### config.mk
export PLATFORM = sky130hd
export DESIGN_NAME = game_sequencer
export DESIGN_NICKNAME = d
export VERILOG_FILES = /design/src/rtl/game_pkg.sv /design/src/rtl/game_sequencer_tick_prescaler.sv /design/src/rtl/game_sequencer.sv
export SDC_FILE = /design/constraint.sdc
export NUM_CORES = 1
export LEC_CHECK = 0
export CAP_MARGIN = 20
export CORE_MARGIN = 3
export CORE_UTILIZATION = 33
export DETAILED_ROUTE_END_ITERATION = 10
export SYNTH_ARGS = -nofsm -noshare
export SYNTH_HDL_FRONTEND = slang
export SYNTH_SLANG_ARGS = --single-unit
### constraint.sdc
create_clock -name CLK -period 6.1 [get_ports CLK]
set_input_delay 1.22 -clock CLK [delete_from_list [all_inputs] [get_ports CLK]]
set_output_delay 1.22 -clock CLK [all_outputs]
set_load 0.05 [all_outputs]
### src/rtl/game_pkg.sv
// Shared encodings and display widths for the LED-chase game sequencer.
// Holds the state codes, score/level widths and the countdown-seconds helper.
package game_pkg;

  localparam int STATE_W    = 3;
  localparam int SCORE_W    = 10;
  localparam int LEVEL_W    = 4;
  localparam int TICK_CNT_W = 16;

  localparam logic [STATE_W-1:0] IDLE  = 3'd0;
  localparam logic [STATE_W-1:0] COUNT = 3'd1;
  localparam logic [STATE_W-1:0] RUN   = 3'd2;
  localparam logic [STATE_W-1:0] PAUSE = 3'd3;
  localparam logic [STATE_W-1:0] LEVEL = 3'd4;
  localparam logic [STATE_W-1:0] OVER  = 3'd5;

  typedef enum logic [STATE_W-1:0] {
    ST_IDLE  = IDLE,
    ST_COUNT = COUNT,
    ST_RUN   = RUN,
    ST_PAUSE = PAUSE,
    ST_LEVEL = LEVEL,
    ST_OVER  = OVER
  } state_e;

  localparam logic [SCORE_W-1:0] SCORE_MAX = 10'd999;

  // ceil(remaining/100) clamped to 1..3, done with compares instead of a divider.
  function automatic logic [1:0] cd_from_remaining(input logic [TICK_CNT_W-1:0] rem);
    if (rem > TICK_CNT_W'(200))      return 2'd3;
    else if (rem > TICK_CNT_W'(100)) return 2'd2;
    else                             return 2'd1;
  endfunction

endpackage

### src/rtl/game_sequencer_tick_prescaler.sv
// Tick prescaler: one-cycle tick every DIV enabled cycles, restartable via clr.
module tick_prescaler #(
  parameter int DIV = 500000
) (
  input  logic CLK,
  input  logic RESET,
  input  logic clr,
  input  logic en,
  output logic tick
);

  localparam int            CW   = (DIV > 1) ? $clog2(DIV) : 1;
  localparam logic [CW-1:0] LAST = CW'(DIV - 1);

  logic [CW-1:0] cnt;

  assign tick = en && (cnt == LAST);

  // NOTE: sequential state uses non-blocking assignments so every register
  // samples the pre-edge values of the others.
  always_ff @(posedge CLK) begin
    if (RESET || clr) begin
      cnt <= '0;
    end else if (en) begin
      cnt <= tick ? '0 : cnt + CW'(1);
    end
  end

endmodule

### src/rtl/game_sequencer.sv
// Round/level controller for the LED-chase reaction game.
// Optional lives support is enabled with `define GAME_SEQ_LIVES_EN.
module game_sequencer
  import game_pkg::*;
#(
  parameter int TICK_DIV       = 500000,
  parameter int COUNT_TICKS    = 300,
  parameter int LEVEL_TICKS    = 100,
  parameter int BASE_PERIOD    = 5000000,
  parameter int PERIOD_STEP    = 500000,
  parameter int MIN_PERIOD     = 1000000,
  parameter int HITS_PER_LEVEL = 4,
  parameter int MAX_LEVEL      = 9
`ifdef GAME_SEQ_LIVES_EN
  ,
  parameter int LIVES          = 3
`endif
) (
  input  logic               CLK,
  input  logic               RESET,
  input  logic               start_p,
  input  logic               pause_p,
  input  logic               hit_p,
  input  logic               miss_p,
  output logic               run_en,
  output logic               load,
  output logic [31:0]        period,
  output logic [LEVEL_W-1:0] level,
  output logic [1:0]         lives,
  output logic [SCORE_W-1:0] score,
  output logic [1:0]         cd_sec,
  output logic [STATE_W-1:0] state
);

  localparam int HIT_W = $clog2(HITS_PER_LEVEL + 1);

  localparam logic [TICK_CNT_W-1:0] COUNT_LAST  = TICK_CNT_W'(COUNT_TICKS - 1);
  localparam logic [TICK_CNT_W-1:0] LEVEL_LAST  = TICK_CNT_W'(LEVEL_TICKS - 1);
  localparam logic [TICK_CNT_W-1:0] COUNT_TOTAL = TICK_CNT_W'(COUNT_TICKS);
  localparam logic [LEVEL_W-1:0]    LEVEL_TOP   = LEVEL_W'(MAX_LEVEL);
  localparam logic [HIT_W-1:0]      HIT_TARGET  = HIT_W'(HITS_PER_LEVEL);
  localparam logic [31:0]           BASE_P      = 32'(BASE_PERIOD);
  localparam logic [31:0]           MIN_P       = 32'(MIN_PERIOD);
  localparam logic signed [32:0]    BASE_S      = 33'(BASE_PERIOD);
  localparam logic signed [32:0]    STEP_S      = 33'(PERIOD_STEP);
  localparam logic signed [32:0]    MIN_S       = 33'(MIN_PERIOD);

  state_e                  state_q, state_d;
  logic                    run_en_q, run_en_d;
  logic                    load_q, load_d;
  logic [31:0]             period_q, period_d;
  logic [LEVEL_W-1:0]      level_q, level_d;
  logic [SCORE_W-1:0]      score_q, score_d;
  logic [1:0]              cd_q, cd_d;
  logic [TICK_CNT_W-1:0]   tick_cnt_q, tick_cnt_d;
  logic [HIT_W-1:0]        hit_cnt_q, hit_cnt_d;
  logic signed [32:0]      period_calc;
  logic                    tick, presc_clr, presc_en;
`ifdef GAME_SEQ_LIVES_EN
  logic [1:0]              lives_q, lives_d;
`endif

  assign presc_en = (state_q == ST_COUNT) || (state_q == ST_LEVEL);

  tick_prescaler #(
    .DIV (TICK_DIV)
  ) u_tick_prescaler (
    .CLK   (CLK),
    .RESET (RESET),
    .clr   (presc_clr),
    .en    (presc_en),
    .tick  (tick)
  );

  // NOTE: every signal written here gets a default first, so no path can
  // leave one unassigned and infer a latch.
  always_comb begin
    state_d    = state_q;
    period_d   = period_q;
    level_d    = level_q;
    score_d    = score_q;
    tick_cnt_d = tick_cnt_q;
    hit_cnt_d  = hit_cnt_q;
`ifdef GAME_SEQ_LIVES_EN
    lives_d    = lives_q;
`endif
    // Period for the level being entered: BASE - (new_level-1)*STEP == BASE - level_q*STEP.
    period_calc = BASE_S - $signed({{(33 - LEVEL_W){1'b0}}, level_q}) * STEP_S;

    unique case (state_q)
      ST_IDLE: begin
        if (start_p) begin
          state_d   = ST_COUNT;
          score_d   = '0;
          level_d   = LEVEL_W'(1);
          period_d  = BASE_P;
          hit_cnt_d = '0;
`ifdef GAME_SEQ_LIVES_EN
          lives_d   = 2'(LIVES);
`endif
        end
      end
      ST_COUNT: begin
        if (tick) begin
          if (tick_cnt_q == COUNT_LAST) state_d = ST_RUN;
          else                          tick_cnt_d = tick_cnt_q + TICK_CNT_W'(1);
        end
      end
      ST_RUN: begin
        if (miss_p) begin
`ifdef GAME_SEQ_LIVES_EN
          lives_d = lives_q - 2'd1;
          state_d = (lives_q == 2'd1) ? ST_OVER : ST_COUNT;
`else
          state_d = ST_OVER;
`endif
        end else if (hit_p) begin
          if (score_q != SCORE_MAX) score_d = score_q + SCORE_W'(1);
          if ((hit_cnt_q + HIT_W'(1)) == HIT_TARGET) begin
            hit_cnt_d = '0;
            if (level_q < LEVEL_TOP) begin
              state_d  = ST_LEVEL;
              level_d  = level_q + LEVEL_W'(1);
              period_d = (period_calc < MIN_S) ? MIN_P : period_calc[31:0];
            end
          end else begin
            hit_cnt_d = hit_cnt_q + HIT_W'(1);
          end
        end else if (pause_p) begin
          state_d = ST_PAUSE;
        end
      end
      ST_PAUSE: begin
        if (pause_p) state_d = ST_RUN;
      end
      ST_LEVEL: begin
        if (tick) begin
          if (tick_cnt_q == LEVEL_LAST) state_d = ST_RUN;
          else                          tick_cnt_d = tick_cnt_q + TICK_CNT_W'(1);
        end
      end
      ST_OVER: begin
        if (start_p) state_d = ST_IDLE;
      end
      default: state_d = ST_IDLE;
    endcase

    presc_clr = (state_d != state_q) && ((state_d == ST_COUNT) || (state_d == ST_LEVEL));
    if (presc_clr) tick_cnt_d = '0;

    run_en_d = (state_d == ST_RUN);
    load_d   = (state_d == ST_RUN) && ((state_q == ST_COUNT) || (state_q == ST_LEVEL));
    cd_d     = (state_d == ST_COUNT) ? cd_from_remaining(COUNT_TOTAL - tick_cnt_d) : 2'd0;
  end

  always_ff @(posedge CLK) begin
    if (RESET) begin
      state_q    <= ST_IDLE;
      run_en_q   <= 1'b0;
      load_q     <= 1'b0;
      period_q   <= BASE_P;
      level_q    <= LEVEL_W'(1);
      score_q    <= '0;
      cd_q       <= 2'd0;
      tick_cnt_q <= '0;
      hit_cnt_q  <= '0;
    end else begin
      state_q    <= state_d;
      run_en_q   <= run_en_d;
      load_q     <= load_d;
      period_q   <= period_d;
      level_q    <= level_d;
      score_q    <= score_d;
      cd_q       <= cd_d;
      tick_cnt_q <= tick_cnt_d;
      hit_cnt_q  <= hit_cnt_d;
    end
  end

`ifdef GAME_SEQ_LIVES_EN
  always_ff @(posedge CLK) begin
    if (RESET) lives_q <= 2'(LIVES);
    else       lives_q <= lives_d;
  end
  assign lives = lives_q;
`else
  assign lives = 2'd0;
`endif

  assign state  = state_q;
  assign run_en = run_en_q;
  assign load   = load_q;
  assign period = period_q;
  assign level  = level_q;
  assign score  = score_q;
  assign cd_sec = cd_q;

endmodule

== Yosys cells after proc, flatten, opt, wreduce, memory -nomap -nowiden ==
Cells that the tools add are included.
Storage, ports and cells
  bits in registers: 91
  input bits: 6
  output and inout port bits: 55
  word-level logic and storage cells: 100
Cells by class
  add/subtract/negate cells: 7
  multiply operators: 1
  order comparisons: 4
  equal/unequal tests: 20
  mux-type cells: 45
  bitwise operators: 1
  reductions and logical operators: 12
Operator list (number)
  2-to-1 mux 32 bit: 6
  2-to-1 mux 16 bit: 5
  one-hot mux 32 bit (2 select lines): 1
  2-to-1 mux 3 bit: 16
  2-to-1 mux 10 bit: 4
  one-hot mux 16 bit (2 select lines): 1
  less-than comparator 24 x 21 -> 1 bit, second input constant: 1
  subtractor 23 x 23 -> 24 bit, first input constant: 1
  2-to-1 mux 4 bit: 5
  one-hot mux 10 bit (2 select lines): 1
  adder 19 x 1 -> 19 bit, second input constant: 1
  equality test 19 bit, second input constant: 1
  2-to-1 mux 19 bit: 1
  multiplier 4 x 14 -> 18 bit, second input constant: 1
  one-hot mux 3 bit (6 select lines): 1
  adder 16 x 1 -> 16 bit, second input constant: 1
  equality test 16 x 7 -> 1 bit, second input constant: 1
  equality test 16 x 9 -> 1 bit, second input constant: 1
  > comparator 16 x 7 -> 1 bit, second input constant: 1
  > comparator 16 x 8 -> 1 bit, second input constant: 1
  subtractor 9 x 16 -> 16 bit, first input constant: 1
  equality test 3 bit, second input constant: 4
  != test 2 bit, second input constant: 6
  adder 10 x 1 -> 10 bit, second input constant: 1
  19 further kinds: 27

== Depth between registers and ports, before layout ==
Gate-level depths: netlist (run 1).
  word-level depth: 14
  gate-level depth with buffers: 21
  gate-level depth less buffers: 20

== Hierarchy ==
Synthesis (run 1) repeated with hierarchy kept, for this count alone.
Second synthesis, totals
  cells, all modules: 623
  area total of the unflattened synthesis: 5132.4 um2
By module, submodules not included
  game_sequencer: times used 1, cells an instance 512, area an instance 4130.2 um2, sequential area each 1181.1 um2
  tick_prescaler: times used 1, cells an instance 111, area an instance 1002.2 um2, sequential area each 380.4 um2

== Worst setup path before layout (run 1) ==
OpenSTA, ideal clock, no wires.
  path kind: register to register
  start point: reg level_q[1] (netlist: level[1])
  end point: reg period_q[6] (netlist: period[6])
  library setup time: 123 ps
  arrival time: 4876 ps
  data required time: 5977 ps
  path slack: 1101 ps
  stages on the path, launching flop included: 20
  path buffers: 1
  clock period less this slack: 4999 ps
  path through: dfxtp_1 -> clkbuf_1 -> inv_1 -> ha_1 -> inv_1 -> fa_1 -> inv_1 -> ha_1 -> a21o_1 -> a21o_1 -> xor2_1 -> nor3b_1 -> xnor2_1 -> and3_1 -> mux2i_1 -> a21oi_1 -> ha_1 -> nor3_2 -> a21oi_1 -> or2_2
On the way
  longest elaborated chain between the ends: 9
  elaborated cells between the ends (all ways): 12
  those cells by class: add/sub: 1; mul: 1; order compare: 2; eq/ne: 1; mux: 6; reduce/logical: 1
RTL lines
  from (decl): RTL line game_sequencer.sv:52  | logic [LEVEL_W-1:0] level_q, level_d;
  from (signal assigned): RTL line game_sequencer.sv:172  | level_q <= level_d;
  multiplier 4 x 14 -> 18 bit: RTL line game_sequencer.sv:88  | period_calc = BASE_S - $signed({{(33 - LEVEL_W){1'b0}}, level_q}) * STEP_S;
  subtractor 23 x 23 -> 24 bit: RTL line game_sequencer.sv:88
  less-than comparator 24 x 21 -> 1 bit: RTL line game_sequencer.sv:124  | period_d = (period_calc < MIN_S) ? MIN_P : period_calc[31:0];
  2-to-1 mux 32 bit: RTL line game_sequencer.sv:124
  2-to-1 mux 32 bit: RTL line game_sequencer.sv:121  | if (level_q < LEVEL_TOP) begin
  2-to-1 mux 32 bit: RTL line game_sequencer.sv:119  | if ((hit_cnt_q + HIT_W'(1)) == HIT_TARGET) begin
  2-to-1 mux 32 bit: RTL line game_sequencer.sv:117  | end else if (hit_p) begin
  2-to-1 mux 32 bit: RTL line game_sequencer.sv:110  | if (miss_p) begin
  one-hot mux 32 bit (2 select lines): RTL line game_sequencer.sv:90  | unique case (state_q)
  to (signal assigned): RTL line game_sequencer.sv:171  | period_q <= period_d;
  to (decl): RTL line game_sequencer.sv:51  | logic [31:0] period_q, period_d;
Several ways; a longest one is shown, not always the timed one. The select of a mux whose other input is x is not followed.
A chain may end at the register's enable or synchronous reset.

== Worst setup path after layout (run 1) ==
  start point: reg level_q[1] (netlist: level[1])
  end point: reg period_q[9] (netlist: period[9])
The elaborated chain is that of the path after synthesis.

==> flow_metrics.env, run 1 <==
export IMPL_p_leak_nw=2.32
export IMPL_synth_flop_cell="dfxtp_1"
export IMPL_synth_largest_area_cell="dfxtp_1"
export IMPL_hpwl_microns=9070
export IMPL_gp_congestion=0.823
export IMPL_syn_area_sq_mm=0.00504
export IMPL_finClkSkew_ns=0.00631
export IMPL_fp_dieArea_sq_mm=0.0168
export IMPL_numPortBuffers=53
export IMPL_grt_max_degree=34
export IMPL_vdd_drop_max_v=0.000152
export IMPL_ctsRootBufferMaster="clkbuf_16"
export IMPL_vias_per_cell=5.24
export IMPL_drive_gt1_frac=0.0563
export IMPL_drv_cap=0
export IMPL_hold_path_class="reg2reg"
export IMPL_arrival_ns=5.44
export IMPL_clock_latency_ns=0.35
export IMPL_cts_setup_buffers=0
export IMPL_ys_seq_area_frac=0.310
export IMPL_final_setup_tns_ns=0
export IMPL_setup_violations=0
export IMPL_io_pins=61
export IMPL_tightestPinTransition_ns=0.837
export IMPL_clk_pin_slew_worst_paths_ns=0.06
export IMPL_synth_edf_count=0
export IMPL_routed_wirelength_microns=12100
export IMPL_finalNetCount=692
export IMPL_power_density_mw_per_mm2=188
export IMPL_antenna_cells=0
export IMPL_grt_first_pass_wirelength_microns=19900
export IMPL_rsz0062_at_grt="false"
export IMPL_synthArstFlopShare=0
export IMPL_antenna_left=0
export IMPL_clockPowerShare=0.479
export IMPL_start_kind="flop"
export IMPL_drt_pass1_iterations=5
export IMPL_ys_types=66
export IMPL_status="finished clean"
export IMPL_synth_area_per_cell_sq_um=8.19
export IMPL_cts_tree="built"
export IMPL_cts_hold_buf=0
export IMPL_detailedRoute_firstIterationViolations=263
export IMPL_max_freq_mhz=192
export IMPL_post_drt_wl_per_cell_microns=14.4
export IMPL_fin_crit_ns=5.21
export IMPL_cts_buffers=9
export IMPL_start_util=0.341
export IMPL_core_sq_mm=0.0148
export IMPL_drc_errors=0
export IMPL_fin_crit_sh=0.853
export IMPL_post_route_util=0.402
export IMPL_yosysWarningCount=0
export IMPL_vias=4404
export IMPL_num_rows=44
export IMPL_p_int_mw=0.845
export IMPL_synth_top_area_frac=0.310
export IMPL_drv_slew=0
export IMPL_syn2layout_area_growth_pct=17.8
export IMPL_max_slew_margin=0.441
export IMPL_die_y_microns=130
export IMPL_cts_htree_levels=3
export IMPL_cts_sinks=78
export IMPL_track_usage=0.146
export IMPL_path_max_fanout=16
export IMPL_p_sw_frac=0.243
export IMPL_grt_pass1_vias=4042
export IMPL_overflow=0
export IMPL_cts_buffer_depth=2
export IMPL_pwr_share_comb=0.059
export IMPL_synth_seq_cells=78
export IMPL_antenna_found_initial=0
export IMPL_crit_type="reg2reg"
export IMPL_endpoint_kind="flop"
export IMPL_worstPathRequired_ns=6.33
export IMPL_die_w_microns=130
export IMPL_fillerInstances=1488
export IMPL_layout_common_cells="87 x nor2_1, 78 x dfxtp_1, 53 x clkdlybuf4s50_1"
export IMPL_synth_area_leaders="dfxtp_1 31%, ha_1 7.2%, xor2_1 7.1%"
export IMPL_cts_resized=0
export IMPL_syn_instance_count=615
export IMPL_hold_violations=0
export IMPL_p_switching_mw=0.272
export IMPL_layout_commonest_cell="nor2_1"
export IMPL_pwr_share_seq=0.461
power groups by stage:
stage	sequential, mW	clock (mW)	combinational (mW)
after detailed placement	0.527	0	0.0659
final	0.515	0.535	0.0664
after floorplan	0.533	0	0.0425
after CTS	0.515	0.552	0.0660
after global routing	0.515	0.572	0.0714
after global placement	0.527	0	0.0656
cells in the mapped netlist, types with 3 or more instances:
library cell and n:
dfxtp_1 78, or3_1 6, a21oi_1 30, nand2b_1 11, xor2_1 41, or2_2 4, nor3_1 11, and3_1 16
nor2_1 87, nand4_1 13, and2_1 5, nor4_1 4, xnor2_1 26, o21ai_0 18, nor2b_1 4, a31oi_1 5
ha_1 29, nand3_1 23, and4b_1 5, and4_1 6, a41oi_1 3, clkbuf_1 12, fa_1 5, a22oi_1 7
mux2i_1 6, buf_4 15, nor3b_1 6, nand2_1 49, o22ai_1 4, o211ai_1 3, inv_1 27, buf_2 8
a21o_1 5
metal layers:
metal | share of wire | global-route usage
met5 | 0 | 0
met1 | 0.46 | 0.183
met4 | 0.023 | 0.0507
met3 | 0.037 | 0.0392
met2 | 0.48 | 0.245
stage by stage:
| step | hold slack [ns] | instance area, sq um | power (mW) | instances | setup slack [ns] |
|---|---|---|---|---|---|
| after floorplan | 0.457 | 5060 | 0.576 | 621 | 1.10 |
| after global placement | 0.452 | 5630 | 0.592 | 824 | 1.15 |
| after detailed placement | 0.458 | 5630 | 0.593 | 824 | 0.897 |
| after CTS | 0.466 | 5920 | 1.13 | 840 | 0.881 |
| after global routing | 0.496 | 5930 | 1.16 | 841 | 0.513 |
| final | 0.465 | 5930 | 1.12 | 841 | 0.895 |
worst max-delay path: stages, from the launching register on:
cell and delay [ns]:
dfxtp_1 0.74, inv_1 0.22, ha_1 0.33, inv_1 0.05
fa_1 0.56, inv_1 0.06, ha_1 0.29, a21o_1 0.18
a21o_1 0.19, xor2_1 0.24, nor3b_1 0.42, xnor2_1 0.14
and3_1 0.20, mux2i_1 0.13, a21oi_1 0.06, ha_1 0.33
nor3_2 0.54, a21oi_1 0.13, or2_2 0.29
sequential cells by signal, summed over array words and instances (netlist names):
| register | cells |
|---|---|
| cd_sec | 2 |
| hit_cnt_q | 3 |
| level | 4 |
| load | 1 |
| period | 19 |
| run_en | 1 |
| score | 10 |
| state | 3 |
| tick_cnt_q | 16 |
| u_tick_prescaler.cnt | 19 |
path summary, 6_finish.rpt:
| check | depth (start not counted) | end | slack [ns] | start |
|---|---|---|---|---|
| max | 18 | period[9] | 0.89 | level[1] |
| min | 2 | period[7] | 0.47 | period[7] |
| max reg2reg | 18 | period[9] | 0.89 | level[1] |
| min reg2reg | 2 | period[7] | 0.47 | period[7] |
cells by family after synthesis:
group                      synth area share
other                              0.000744
buffers and inverters                0.0633
AOI/OAI and AO/OA                     0.129
DFF                                   0.310
xor gates and xnor gates              0.116
muxes                                0.0164
adders and majority gates            0.0919
and+or+nand+nor                       0.272
cell type report:
type / count / area, sq um / area share
sequential: 78 / 1560 / 0.263
multi-input combinational: 478 / 3180 / 0.536
clock buffer: 10 / 229 / 0.0386
clock inverter: 6 / 62.6 / 0.0105
tap: 184 / 230 / 0.0388
timing repair buffer: 58 / 568 / 0.0958
inverter: 27 / 101 / 0.0171
Power figures use the tool's default switching activity.
==> inputs of run 2 (changes only) <==
--- a/config.mk
+++ b/config.mk
@@ -9,6 +9,7 @@
 export CORE_MARGIN = 3
 export CORE_UTILIZATION = 33
 export DETAILED_ROUTE_END_ITERATION = 10
+export PLACE_DENSITY = 0.58
 export SYNTH_ARGS = -nofsm -noshare
 export SYNTH_HDL_FRONTEND = slang
 export SYNTH_SLANG_ARGS = --single-unit
==> flow_metrics.env, run 2 (synthesis gave the netlist of run 1 again) <==
export IMPL_fin_crit_ns=5.16
export IMPL_ctsRootBufferMaster="clkbuf_16"
export IMPL_hpwl_microns=9400
export IMPL_vdd_drop_max_v=0.000122
export IMPL_syn2layout_area_growth_pct=17.9
export IMPL_max_freq_mhz=194
export IMPL_max_slew_margin=0.307
export IMPL_clk_pin_slew_worst_paths_ns=0.06
export IMPL_clock_latency_ns=0.34
export IMPL_tightestPinTransition_ns=1.03
export IMPL_fin_cells=839
export IMPL_path_max_fanout=16
export IMPL_cts_buffers=9
export IMPL_fillerInstances=1516
export IMPL_worstPathRequired_ns=6.32
export IMPL_overflow=0
export IMPL_fp_dieArea_sq_mm=0.0168
export IMPL_drv_cap=0
export IMPL_p_leak_nw=2.33
export IMPL_finalNetCount=691
export IMPL_rsz0062_at_grt="false"
export IMPL_cts_resized=0
export IMPL_numPortBuffers=53
export IMPL_multiInputGateArea_sq_mm=0.00318
export IMPL_drive_gt1_frac=0.0534
export IMPL_cts_htree_levels=3
export IMPL_drv_slew=0
export IMPL_power_density_mw_per_mm2=191
export IMPL_die_w_microns=130
export IMPL_core_sq_mm=0.0148
export IMPL_endpoint_kind="flop"
export IMPL_hold_violations=0
export IMPL_status="finished clean"
export IMPL_antenna_found_initial=0
export IMPL_final_setup_tns_ns=0
export IMPL_cts_sinks=78
export IMPL_dp_cells=824
export IMPL_hold_path_class="reg2reg"
export IMPL_die_y_microns=130
export IMPL_crit_type="reg2reg"
export IMPL_layout_common_cells="87 x nor2_1, 78 x dfxtp_1, 53 x clkdlybuf4s50_1"
export IMPL_drt_pass1_iterations=4
export IMPL_vias=4340
export IMPL_num_rows=44
export IMPL_finClkSkew_ns=0.00937
export IMPL_start_kind="flop"
export IMPL_grt_first_pass_wirelength_microns=20300
export IMPL_antenna_cells=0
export IMPL_cts_buffer_depth=2
export IMPL_layout_commonest_cell="nor2_1"
export IMPL_vias_per_cell=5.17
export IMPL_cts_setup_buffers=0
export IMPL_grt_max_degree=34
export IMPL_track_usage=0.149
export IMPL_start_util=0.341
export IMPL_detailedRoute_firstIterationViolations=216
export IMPL_arrival_ns=5.38
export IMPL_gp_congestion=0.840
export IMPL_fin_crit_sh=0.845
export IMPL_io_pins=61
export IMPL_antenna_left=0
export IMPL_cts_tree="built"
export IMPL_cts_hold_buf=0
export IMPL_routed_wirelength_microns=12300
export IMPL_setup_violations=0
export IMPL_post_drt_wl_per_cell_microns=14.7
export IMPL_grt_pass1_vias=4201
export IMPL_regArea_sq_mm=0.00156
export IMPL_drc_errors=0
==> run 2: worst paths after layout <==
path / startpoint / endpoint / slack, ns / cells past startpoint
worst max-delay path: level[1] / period[18] / 0.94 / 18
worst max register to register: level[1] / period[18] / 0.94 / 18
worst min-delay path: period[7] / period[7] / 0.45 / 2
worst min register to register: period[7] / period[7] / 0.45 / 2
==> run 2: layer usage <==
| metal | global-route usage | share of wire |
|---|---|---|
| met1 | 0.177 | 0.44 |
| met2 | 0.268 | 0.51 |
| met3 | 0.0326 | 0.039 |
| met4 | 0.0483 | 0.015 |
| met5 | 0 | 0 |
==> run 2: stage by stage <==
step / util / power, mW / area (sq um) / setup slack [ns] / hold slack, ns
2_1_floorplan: - / 0.576 / 5060 / 1.10 / 0.457
5_1_grt: 0.402 / 1.18 / 5940 / 0.471 / 0.479
3_5_place_dp: 0.382 / 0.592 / 5630 / 0.935 / 0.445
4_1_cts: 0.402 / 1.15 / 5940 / 0.921 / 0.451
3_3_place_gp: 0.382 / 0.591 / 5630 / 1.13 / 0.443
6_report: 0.402 / 1.14 / 5940 / 0.944 / 0.451
==> run 2: power breakdown <==
group	leakage [nW]	internal (mW)	switching (mW)
clock network	0.152	0.354	0.203
logic	1.55	0.0170	0.0472
registers	0.630	0.512	0.00311
==> run 2: layout make-up <==
type | instances | area share
multi-input combinational | 478 | 0.536
sequential | 78 | 0.263
timing repair buffer | 57 | 0.0944
tap | 184 | 0.0388
clock buffer | 10 | 0.0386
inverter | 27 | 0.0171
clock inverter | 5 | 0.0126
==> run 2: critical path, cell delays in order (launching register included) <==
cell	delay [ns]
dfxtp_1	0.72
inv_1	0.20
ha_1	0.32
inv_1	0.05
fa_1	0.57
inv_1	0.06
ha_1	0.28
a21o_1	0.17
a21o_1	0.19
xor2_1	0.23
nor3b_1	0.44
xnor2_1	0.15
and3_1	0.20
mux2i_1	0.13
a21oi_1	0.06
ha_1	0.33
nor3_2	0.51
a21oi_1	0.12
or2_2	0.29
==> inputs of run 3 (changes only) <==
--- a/config.mk
+++ b/config.mk
@@ -9,7 +9,7 @@
 export CORE_MARGIN = 3
 export CORE_UTILIZATION = 33
 export DETAILED_ROUTE_END_ITERATION = 10
-export PLACE_DENSITY = 0.58
+export PLACE_DENSITY = 0.6
 export SYNTH_ARGS = -nofsm -noshare
 export SYNTH_HDL_FRONTEND = slang
 export SYNTH_SLANG_ARGS = --single-unit
==> constraint.sdc (replaced) <==
create_clock -name CLK -period 4.6 [get_ports CLK]
set_input_delay 0.92 -clock CLK [delete_from_list [all_inputs] [get_ports CLK]]
set_output_delay 0.92 -clock CLK [all_outputs]
set_load 0.05 [all_outputs]
==> flow_metrics.env, run 3 (synthesis gave the netlist of run 1 again) <==
export IMPL_status="finished clean"
export IMPL_layout_commonest_cell="nor2_1"
export IMPL_min_delay_start="period[7]"
export IMPL_max_slew_margin=0.230
export IMPL_setup_violations=0
export IMPL_power_density_mw_per_mm2=263
export IMPL_track_usage=0.153
export IMPL_routed_wirelength_microns=12300
export IMPL_grt_pass1_vias=4192
export IMPL_vias=4369
export IMPL_cts_sinks=78
export IMPL_numPortBuffers=53
export IMPL_drc_errors=0
export IMPL_finalNetCount=701
export IMPL_holdPathStages=2
export IMPL_antenna_left=0
export IMPL_p_leak_nw=2.41
export IMPL_drv_slew=0
export IMPL_start_util=0.341
export IMPL_hold_path_class="reg2reg"
export IMPL_hpwl_microns=9400
export IMPL_holdWs_ns=0.461
export IMPL_arrival_ns=4.54
export IMPL_io_pins=61
export IMPL_cts_tree="built"
export IMPL_max_freq_mhz=232
export IMPL_critPathLaunch="level[1]"
export IMPL_slowest_stage="fa_1"
export IMPL_fillerInstances=1458
export IMPL_crit_type="reg2reg"
export IMPL_clock_latency_ns=0.34
export IMPL_finClkSkew_ns=0.00956
export IMPL_fp_dieArea_sq_mm=0.0168
export IMPL_r2r_start="level[1]"
export IMPL_vias_per_cell=5.14
export IMPL_crit_end="period[9]"
export IMPL_cts_hold_buf=0
export IMPL_hold_violations=0
export IMPL_worstPathRequired_ns=4.83
export IMPL_tightestPinTransition_ns=1.15
export IMPL_path_cells="fa_1, inv_1, fa_1, inv_1, ha_1, a21o_1, a21oi_1, o21ai_0, a21oi_1, xor2_1, and3_1, mux2i_1, a21oi_1, ha_1, nor3_4, a21oi_1, or2_2"
export IMPL_path_max_fanout=10
export IMPL_clk_pin_slew_worst_paths_ns=0.06
export IMPL_critPathMaxStageDelay_ns=0.57
export IMPL_drt_pass1_iterations=5
export IMPL_r2r_setup_slack_ns=0.28
export IMPL_die_y_microns=130
export IMPL_worstReg2RegEnd="period[9]"
export IMPL_cts_htree_levels=3
export IMPL_fin_crit_sh=0.939
export IMPL_endpoint_kind="flop"
export IMPL_core_sq_mm=0.0148
export IMPL_layout_common_cells="87 x nor2_1, 76 x dfxtp_1, 53 x clkdlybuf4s50_1"
export IMPL_detailedRoute_firstIterationViolations=229
export IMPL_cts_buffers=9
export IMPL_grt_first_pass_wirelength_microns=20600
export IMPL_vdd_drop_max_v=0.000165
export IMPL_overflow=0
export IMPL_die_w_microns=130
export IMPL_cts_buffer_depth=2
export IMPL_drv_cap=0
export IMPL_fin_cells=850
export IMPL_ctsRootBufferMaster="clkbuf_16"
export IMPL_num_rows=44
export IMPL_drive_gt1_frac=0.0721
export IMPL_antenna_cells=0
export IMPL_r2r_cells=17
export IMPL_fin_crit_ns=4.32
export IMPL_regArea_sq_mm=0.00157
export IMPL_syn2layout_area_growth_pct=20.7
export IMPL_grt_max_degree=21
export IMPL_start_kind="flop"
export IMPL_post_route_util=0.412
export IMPL_antenna_found_initial=0
export IMPL_post_drt_wl_per_cell_microns=14.5
export IMPL_multiInputGateArea_sq_mm=0.00320
export IMPL_gp_congestion=0.858
export IMPL_cp_common_cell="a21oi_1"
export IMPL_dp_cells=832
export IMPL_rsz0062_at_grt="true"
run 3: changes by cell type in the layout (fill, tap and decap cells not counted), sizes merged:
cell    change
clkinv      -3
clkbuf      +3
bufinv      +1
buf        +10
run 3: layer usage:
layer,track usage,share of wire
met5,0,0
met1,0.192,0.46
met3,0.0412,0.050
met2,0.262,0.48
met4,0.0367,0.0094
run 3: through the flow:
step | worst slack [ns] | TNS (ns) | power, mW | area [sq um]
6_report | 0.283 | 0 | 1.60 | 6080
5_1_grt | -0.0197 | -0.0456 | 1.67 | 6080
4_1_cts | 0.0354 | 0 | 1.63 | 6050
3_5_place_dp | 0.0699 | 0 | 0.785 | 5700
3_3_place_gp | 0.199 | 0 | 0.784 | 5700
2_1_floorplan | 0.00773 | 0 | 0.763 | 5070
run 3: critical path: cells and delay by family, from the launching register on:
kind            cells  cell delay, ns
simple gates        3            0.76
compound gates      6            0.89
fa+ha+maj           4            1.69
mux                 1            0.06
flops               1            0.39
xor+xnor            1            0.30
buf+inv             2            0.10
run 3: worst min-delay path by stage:
stage              endpoint  slack (ns)
5_1_grt          period[17]        0.49
2_1_floorplan  hit_cnt_q[1]        0.46
3_3_place_gp      period[7]        0.45
6_report          period[7]        0.46
4_1_cts           period[7]        0.46
3_5_place_dp      period[7]        0.46
run 3: layout make-up:
| class | instances | area share |
|---|---|---|
| Clock buffer | 13 | 0.0428 |
| Clock inverter | 3 | 0.0148 |
| Inverter | 27 | 0.0167 |
| Multi-Input combinational cell | 478 | 0.526 |
| Sequential cell | 78 | 0.258 |
| Tap cell | 184 | 0.0379 |
| Timing Repair Buffer | 67 | 0.105 |
run 3: where the power goes:
part	internal (mW)	switching (mW)
logic	0.0226	0.0634
clock network	0.560	0.272
registers	0.679	0.00456
run 3: repair_timing:
action                                 4_1_cts  5_1_grt
buffers inserted                             0        2
setup endpoints to repair                    0       17
resized for setup                            0        3
endpoints found under the hold margin        0        0
